$ cat config.mk
export PLATFORM = sky130hd
export DESIGN_NAME = ant_color_pipe
export DESIGN_NICKNAME = d
export VERILOG_FILES = /design/src/rtl/ant_color_pipe.sv
export SDC_FILE = /design/constraint.sdc
export NUM_CORES = 1
export LEC_CHECK = 0
export ABC_AREA = 1
export CAP_MARGIN = 20
export CORE_UTILIZATION = 30
export CTS_CLUSTER_SIZE = 24
export DETAILED_ROUTE_END_ITERATION = 8
export PLACE_DENSITY = 0.45
export SLEW_MARGIN = 15
export SYNTH_ARGS = -nofsm -noshare
export SYNTH_HDL_FRONTEND = slang
export SYNTH_SLANG_ARGS = --single-unit
export TNS_END_PERCENT = 100
$ cat constraint.sdc
create_clock -name Clk -period 5.15 [get_ports Clk]
set_clock_uncertainty 0.15 [all_clocks]
set_input_delay 1.03 -clock Clk [delete_from_list [all_inputs] [get_ports Clk]]
set_output_delay 1.03 -clock Clk [all_outputs]
set_load 0.05 [all_outputs]
$ cat src/rtl/ant_color_pipe.sv
// ant_color_pipe
// Three-stage pixel colouriser sitting between the render lookup and the VGA
// output registers. Each of NUM_CH pheromone channels is clipped against a
// runtime-programmable display window, the strongest channel picks a
// grass-to-teal or grass-to-violet gradient, and solid layers / blinking
// debug markers override the gradient in a fixed priority order.
//
// Ports
//   Clk, Reset_n            clock, asynchronous active-low reset
//   pix_valid               pixel inputs valid this cycle
//   renderAnt/Sugar/Nest    layer flags
//   render_viewLoc/writeLoc debug location flags
//   renderSignal            NUM_CH packed channels, ch0 in the LSBs
//   frame_start             one-cycle pulse at each frame start
//   debug_en                enables the debug markers
//   cfg_we/ch/min/max/shift window programming (cfg_ch >= NUM_CH ignored)
//   VGA_R/G/B, out_valid    registered colour, 3 cycles after pix_valid
module ant_color_pipe #(
   parameter int SIGNAL_BITS = 9,
   parameter int NUM_CH      = 2,
   parameter int DEF_MIN     = 8,
   parameter int DEF_MAX     = 511,
   parameter int DEF_SHIFT   = 1,
   parameter int BLINK_LOG2  = 4
) (
   input  logic                          Clk,
   input  logic                          Reset_n,
   input  logic                          pix_valid,
   input  logic                          renderAnt,
   input  logic                          renderSugar,
   input  logic                          renderNest,
   input  logic                          render_viewLoc,
   input  logic                          render_writeLoc,
   input  logic [NUM_CH*SIGNAL_BITS-1:0] renderSignal,
   input  logic                          frame_start,
   input  logic                          debug_en,
   input  logic                          cfg_we,
   input  logic [1:0]                    cfg_ch,
   input  logic [SIGNAL_BITS-1:0]        cfg_min,
   input  logic [SIGNAL_BITS-1:0]        cfg_max,
   input  logic [3:0]                    cfg_shift,
   output logic [7:0]                    VGA_R,
   output logic [7:0]                    VGA_G,
   output logic [7:0]                    VGA_B,
   output logic                          out_valid
);

   localparam logic [SIGNAL_BITS-1:0] DEF_MIN_C   = SIGNAL_BITS'(DEF_MIN);
   localparam logic [SIGNAL_BITS-1:0] DEF_MAX_C   = SIGNAL_BITS'(DEF_MAX);
   localparam logic [3:0]             DEF_SHIFT_C = 4'(DEF_SHIFT);

   localparam logic [23:0] GRASS_C  = 24'h669900;
   localparam logic [23:0] TEAL_C   = 24'h66FFFF;
   localparam logic [23:0] VIOLET_C = 24'hCC33FF;
   localparam logic [23:0] VIEW_C   = 24'hCC2000;
   localparam logic [23:0] WRITE_C  = 24'hEE6000;
   localparam logic [23:0] ANT_C    = 24'h000000;
   localparam logic [23:0] SUGAR_C  = 24'hFFFFFF;
   localparam logic [23:0] NEST_C   = 24'h8B4513;

   // Bit positions inside the flag bundle carried down the pipe
   localparam int F_ANT   = 4;
   localparam int F_SUGAR = 3;
   localparam int F_NEST  = 2;
   localparam int F_VIEW  = 1;
   localparam int F_WRITE = 0;

   // Window clip. The s > max test comes first so that an inverted window
   // (min > max) degenerates into a pure 0/255 step and never a gradient.
   function automatic logic [7:0] clip_f(
      input logic [SIGNAL_BITS-1:0] sig,
      input logic [SIGNAL_BITS-1:0] lo,
      input logic [SIGNAL_BITS-1:0] hi,
      input logic [3:0]             shift
   );
      logic [SIGNAL_BITS-1:0] off_v;
      logic [SIGNAL_BITS-1:0] sh_v;
      off_v = sig - lo;
      sh_v  = off_v >> shift;
      if (sig > hi) begin
         clip_f = 8'hFF;
      end else if (sig < lo) begin
         clip_f = 8'h00;
      end else if (sh_v > SIGNAL_BITS'(255)) begin
         clip_f = 8'hFF;
      end else begin
         clip_f = sh_v[7:0];
      end
   endfunction

   // One gradient component: base + ((target - base) * inten) >>> 8.
   // Bits [15:8] of the 17-bit product are the arithmetic shift truncated
   // to 8 bits; the add wraps modulo 256.
   function automatic logic [7:0] grad_f(
      input logic [7:0] base,
      input logic [7:0] target,
      input logic [7:0] inten
   );
      logic signed [8:0]  diff_v;
      logic signed [16:0] prod_v;
      diff_v = $signed({1'b0, target}) - $signed({1'b0, base});
      prod_v = diff_v * $signed({1'b0, inten});
      grad_f = base + prod_v[15:8];
   endfunction

   logic [SIGNAL_BITS-1:0] win_min_r   [NUM_CH];
   logic [SIGNAL_BITS-1:0] win_max_r   [NUM_CH];
   logic [3:0]             win_shift_r [NUM_CH];

   logic [7:0] clip_s   [NUM_CH];
   logic [7:0] s1_int_r [NUM_CH];
   logic       s1_valid_r;
   logic [4:0] s1_flags_r;

   logic [7:0] best_int_s;
   logic [1:0] best_ch_s;
   logic       s2_valid_r;
   logic [4:0] s2_flags_r;
   logic [1:0] s2_ch_r;
   logic [7:0] s2_int_r;

   logic [7:0]  frame_cnt_r;
   logic        blink_s;
   logic [23:0] tgt_s;
   logic [23:0] rgb_s;

   // Runtime display-window registers; a write is seen by the next pixel
   always_ff @(posedge Clk or negedge Reset_n) begin
      if (!Reset_n) begin
         for (int c = 0; c < NUM_CH; c++) begin
            win_min_r[c]   <= DEF_MIN_C;
            win_max_r[c]   <= DEF_MAX_C;
            win_shift_r[c] <= DEF_SHIFT_C;
         end
      end else begin
         for (int c = 0; c < NUM_CH; c++) begin
            if (cfg_we && (cfg_ch == 2'(c))) begin
               win_min_r[c]   <= cfg_min;
               win_max_r[c]   <= cfg_max;
               win_shift_r[c] <= cfg_shift;
            end
         end
      end
   end

   // Stage 1 combinational clip of every channel against its window
   always_comb begin
      for (int c = 0; c < NUM_CH; c++) begin
         clip_s[c] = clip_f(renderSignal[c*SIGNAL_BITS +: SIGNAL_BITS],
                            win_min_r[c], win_max_r[c], win_shift_r[c]);
      end
   end

   // Stage 1 register: intensities plus the layer and debug flags
   always_ff @(posedge Clk or negedge Reset_n) begin
      if (!Reset_n) begin
         s1_valid_r <= 1'b0;
         s1_flags_r <= 5'b00000;
         for (int c = 0; c < NUM_CH; c++) begin
            s1_int_r[c] <= 8'h00;
         end
      end else begin
         s1_valid_r <= pix_valid;
         s1_flags_r <= {renderAnt, renderSugar, renderNest,
                        render_viewLoc, render_writeLoc};
         for (int c = 0; c < NUM_CH; c++) begin
            s1_int_r[c] <= clip_s[c];
         end
      end
   end

   // Stage 2 argmax; strict compare keeps the lowest index on a tie
   always_comb begin
      best_int_s = s1_int_r[0];
      best_ch_s  = 2'd0;
      for (int c = 1; c < NUM_CH; c++) begin
         if (s1_int_r[c] > best_int_s) begin
            best_int_s = s1_int_r[c];
            best_ch_s  = 2'(c);
         end else begin
            best_int_s = best_int_s;
         end
      end
   end

   // Stage 2 register: dominant channel and its intensity
   always_ff @(posedge Clk or negedge Reset_n) begin
      if (!Reset_n) begin
         s2_valid_r <= 1'b0;
         s2_flags_r <= 5'b00000;
         s2_ch_r    <= 2'd0;
         s2_int_r   <= 8'h00;
      end else begin
         s2_valid_r <= s1_valid_r;
         s2_flags_r <= s1_flags_r;
         s2_ch_r    <= best_ch_s;
         s2_int_r   <= best_int_s;
      end
   end

   // Frame counter, free-running modulo 256
   always_ff @(posedge Clk or negedge Reset_n) begin
      if (!Reset_n) begin
         frame_cnt_r <= 8'h00;
      end else if (frame_start) begin
         frame_cnt_r <= frame_cnt_r + 8'h01;
      end
   end

   // Blink half-period is 2^BLINK_LOG2 frames. Stage 3 reads the registered
   // count, so a pixel leaving the pipe on a frame_start edge sees the old phase.
   assign blink_s = frame_cnt_r[BLINK_LOG2];

   // Stage 3 colour selection in fixed priority order
   always_comb begin
      tgt_s = TEAL_C;
      rgb_s = 24'h000000;
      case (s2_ch_r)
         2'd0, 2'd2: tgt_s = TEAL_C;
         2'd1, 2'd3: tgt_s = VIOLET_C;
         default:    tgt_s = TEAL_C;
      endcase
      if (!s2_valid_r) begin
         rgb_s = 24'h000000;
      end else if (debug_en && s2_flags_r[F_VIEW] && blink_s) begin
         rgb_s = VIEW_C;
      end else if (debug_en && s2_flags_r[F_WRITE] && blink_s) begin
         rgb_s = WRITE_C;
      end else if (s2_flags_r[F_ANT]) begin
         rgb_s = ANT_C;
      end else if (s2_flags_r[F_SUGAR]) begin
         rgb_s = SUGAR_C;
      end else if (s2_flags_r[F_NEST]) begin
         rgb_s = NEST_C;
      end else begin
         rgb_s = {grad_f(GRASS_C[23:16], tgt_s[23:16], s2_int_r),
                  grad_f(GRASS_C[15:8],  tgt_s[15:8],  s2_int_r),
                  grad_f(GRASS_C[7:0],   tgt_s[7:0],   s2_int_r)};
      end
   end

   // Output register; bubbles blank to black
   always_ff @(posedge Clk or negedge Reset_n) begin
      if (!Reset_n) begin
         out_valid <= 1'b0;
         VGA_R     <= 8'h00;
         VGA_G     <= 8'h00;
         VGA_B     <= 8'h00;
      end else begin
         out_valid <= s2_valid_r;
         VGA_R     <= rgb_s[23:16];
         VGA_G     <= rgb_s[15:8];
         VGA_B     <= rgb_s[7:0];
      end
   end

endmodule

==> results.py <==
metrics = {
    "status": {
        "status": "finished, final reports clean",
    },
    "clock_network": {
        "cts_root_buffer": "clkbuf_16",
        "path_clk_slew_ns": 0.08,
        "cts_sinks": 111,
        "htreeDepth": 3,
        "clock_latency_ns": 0.37,
        "cts_made_buffers": 9,
        "cts_tree": "done",
        "clk_path_buf_depth": 2,
    },
    "route": {
        "wl_mm": 25.4,
        "dr.pass1.iters": 5,
        "avgViaCountPerCell": 4.42,
        "drt_iter0_markers": 345,
        "drc_errors": 0,
        "routedWlPerCell_um": 13.1,
        "drtAntennaViolNets": 0,
        "vias": 8571,
    },
    "synthesis": {
        "ys_seq_elements": 111,
        "async_flop_share_pct": 100,
        "syn-cell-area_um2": 10700,
        "synth.distinct_cells": 48,
        "ys_seq_area_share_pct": 26.3,
        "synthFlopType": "dfrtp_1",
        "ys_top_cells_by_area": "dfrtp_1 (21%), ha_1 (16%), fa_1 (13%)",
        "syn_inst": 1391,
        "synth_area_per_cell_um2": 7.67,
        "synth_edf_count": 0,
        "synth_top_area_share_pct": 20.9,
        "yosys.area.top_type": "dfrtp_1",
        "ys_warn_count": 0,
    },
    "worst_setup_path": {
        "critPathArrivalTime_ns": 4.89,
        "path_common_cell": "fa_1",
        "path_delay_family": "adder cells",
        "critPathMaxStageDelay_ns": 0.54,
        "worstSetupPathType": "reg -> reg",
        "slowest_stage": "fa_1",
        "crit_fanout": 8,
        "end_kind": "flop",
        "critPathLaunchType": "flop",
        "reg2regPathDepth": 20,
        "worstPathCellList": "clkbuf_2 > nor2_1 > inv_1 > fa_1 > fa_1 > fa_1 > fa_1 > inv_1 > ha_1 > a21oi_2 > nand2_1 > nand2_1 > nand2_2 > ha_1 > nand3_1 > nand3_2 > nand3_1 > nand3_1 > nand2_1 > a21oi_1",
        "critical_path_depth": 20,
        "worst-path-buf-inv": 3,
        "cp.required_ns": 5.25,
    },
    "final_layout": {
        "nets": 1741,
        "finalNonFillerCells": 1941,
        "mostFrequentLayoutCell": "nand2_1",
        "fillCellCount": 3719,
        "antenna_cells": 0,
        "syn_to_final_growth_pct": 16.2,
        "drive_gt1_share_pct": 7.07,
        "regArea_um2": 2810,
        "multi_input_area_um2": 6640,
        "final_cell_mix": "nand2_1 (332), inv_1 (305), ha_1 (139)",
    },
    "timing": {
        "fmax_ghz": 0.209,
        "timing.final.crit_share_pct": 93.0,
        "fin_tns_setup_ns": 0,
        "relSlewSlack_pct": 30.2,
        "hold_viol": 0,
        "tightest_slew_ns": 1.04,
        "rsz0062_at_grt": "no",
        "min_period_ns": 4.79,
        "slew_viol_final": 0,
        "finalSetupViolCount": 0,
    },
    "placement": {
        "dp.cells": 1921,
        "routabilityCongestion": 0.839,
        "dpl.hpwl_mm": 21.7,
        "io_buffer_count": 77,
    },
    "floorplanning": {
        "dieHeight_um": 191,
        "row_count": 68,
        "io_pins": 78,
        "core_area_um2": 34800,
        "fp.dieArea_um2": 36300,
        "initial_utilization_pct": 30.7,
        "die_x_um": 191,
    },
    "global_route": {
        "overflow": 0,
        "grt_pass1_wl_mm": 43.3,
        "antenna_found_initial": 0,
        "grt_pass1_vias": 8793,
        "grt_max_degree": 48,
        "track_usage_pct": 15.1,
    },
    "min_path": {
        "min_path_cells": 0,
        "hold_path.class": "reg -> reg",
    },
    "flow_run": {
        "max-cap-violations": 0,
    },
}
==> registers in the layout, indices dropped and copies added (netlist names) <==
name and cells:
s1_int_r 16, frame_cnt_r 5, s2_int_r 8, out_valid 1
s2_valid_r 1, VGA_B 8, VGA_R 8, s1_valid_r 1
VGA_G 8, win_shift_r 8, s2_ch_r 1, s1_flags_r 5
s2_flags_r 5, win_max_r 18, win_min_r 18
==> cells in the mapped netlist, types with 2 or more instances <==
| cell | instances |
|---|---|
| or2_2 | 7 |
| a21o_1 | 2 |
| nor3_1 | 3 |
| dfstp_2 | 22 |
| ha_1 | 140 |
| nor2_4 | 3 |
| o21a_1 | 3 |
| inv_2 | 3 |
| and2_1 | 2 |
| xor2_1 | 12 |
| nand2_1 | 333 |
| xnor2_1 | 9 |
| nand3_2 | 5 |
| a21oi_1 | 62 |
| clkinv_1 | 3 |
| clkbuf_1 | 15 |
| a21oi_2 | 3 |
| nand4_1 | 11 |
| o21bai_1 | 6 |
| nand3b_1 | 8 |
| a211oi_1 | 2 |
| nand2_2 | 11 |
| dfrtp_1 | 89 |
| nor2_1 | 50 |
| inv_1 | 305 |
| o21ai_1 | 10 |
| nor2_2 | 2 |
| nand3_1 | 90 |
| buf_2 | 3 |
| conb_1 | 2 |
| o211ai_1 | 4 |
| o21ai_0 | 89 |
| fa_1 | 67 |
==> metrics by stage <==
stage               setup slack [ns]  hold WS (ns)  util (%)  instance area (um2)
floorplan                      0.340         0.181         -                10700
global placement               0.239         0.183      34.6                12100
detailed placement             0.146         0.187      34.6                12100
CTS                            0.122         0.206      35.5                12300
global route                 0.00352         0.219      35.6                12400
finish                         0.359         0.204      35.6                12400
==> cell type report <==
| class | instances | share of cell area (%) |
|---|---|---|
| clock buffers | 11 | 1.96 |
| flip-flops and latches | 111 | 22.7 |
| inverters | 311 | 9.42 |
| repair buffers | 97 | 7.39 |
| multi-input cells | 951 | 53.6 |
| clock inverters | 5 | 0.404 |
| well taps | 455 | 4.59 |
==> worst paths after layout <==
check                                  to          start  slack, ns
min in group asynchronous  frame_cnt_r[2]        Reset_n       0.53
hold reg to reg             s2_flags_r[4]  s1_flags_r[4]       0.20
hold / removal              s2_flags_r[4]  s1_flags_r[4]       0.20
max in group asynchronous     s2_int_r[5]        Reset_n       3.32
setup reg to reg                 VGA_G[6]     s2_ch_r[0]       0.36
setup / recovery                 VGA_G[6]     s2_ch_r[0]       0.36
==> per-layer routing <==
layer / vias to the layer above / GRT usage (%) / part of all wire, %
met4: 0 / 3.51 / 1.4
met2: 93 / 25.6 / 46
met1: 3943 / 20.1 / 50
met3: 14 / 2.37 / 2.5
met5: - / 0 / 0
li1: 4521 / - / -
==> what timing repair did <==
| action | 4_1_cts | 5_1_grt |
|---|---|---|
| endpoints found under the setup margin | 0 | 7 |
| hold buffers | 0 | 0 |
| resized for setup | 0 | 7 |
| buffers inserted | 0 | 4 |
==> logic make-up (layout without fill, tap and decap cells) <==
kind of cell    count (synthesis)  count (layout)  synth area share (%)
flops                         111             111                  26.3
compound gates                189             189                  9.61
mux                             1               1                 0.106
simple gates                  530             530                  21.6
other cells                     2               3                0.0704
buf+inv                       330             424                  11.6
xor+xnor                       21              21                  1.72
fa+ha+maj                     207             207                  29.0
Power is left out: the tool's default activity adds up to more than one toggle a clock period on the data nets, which glitch-free logic cannot reach.
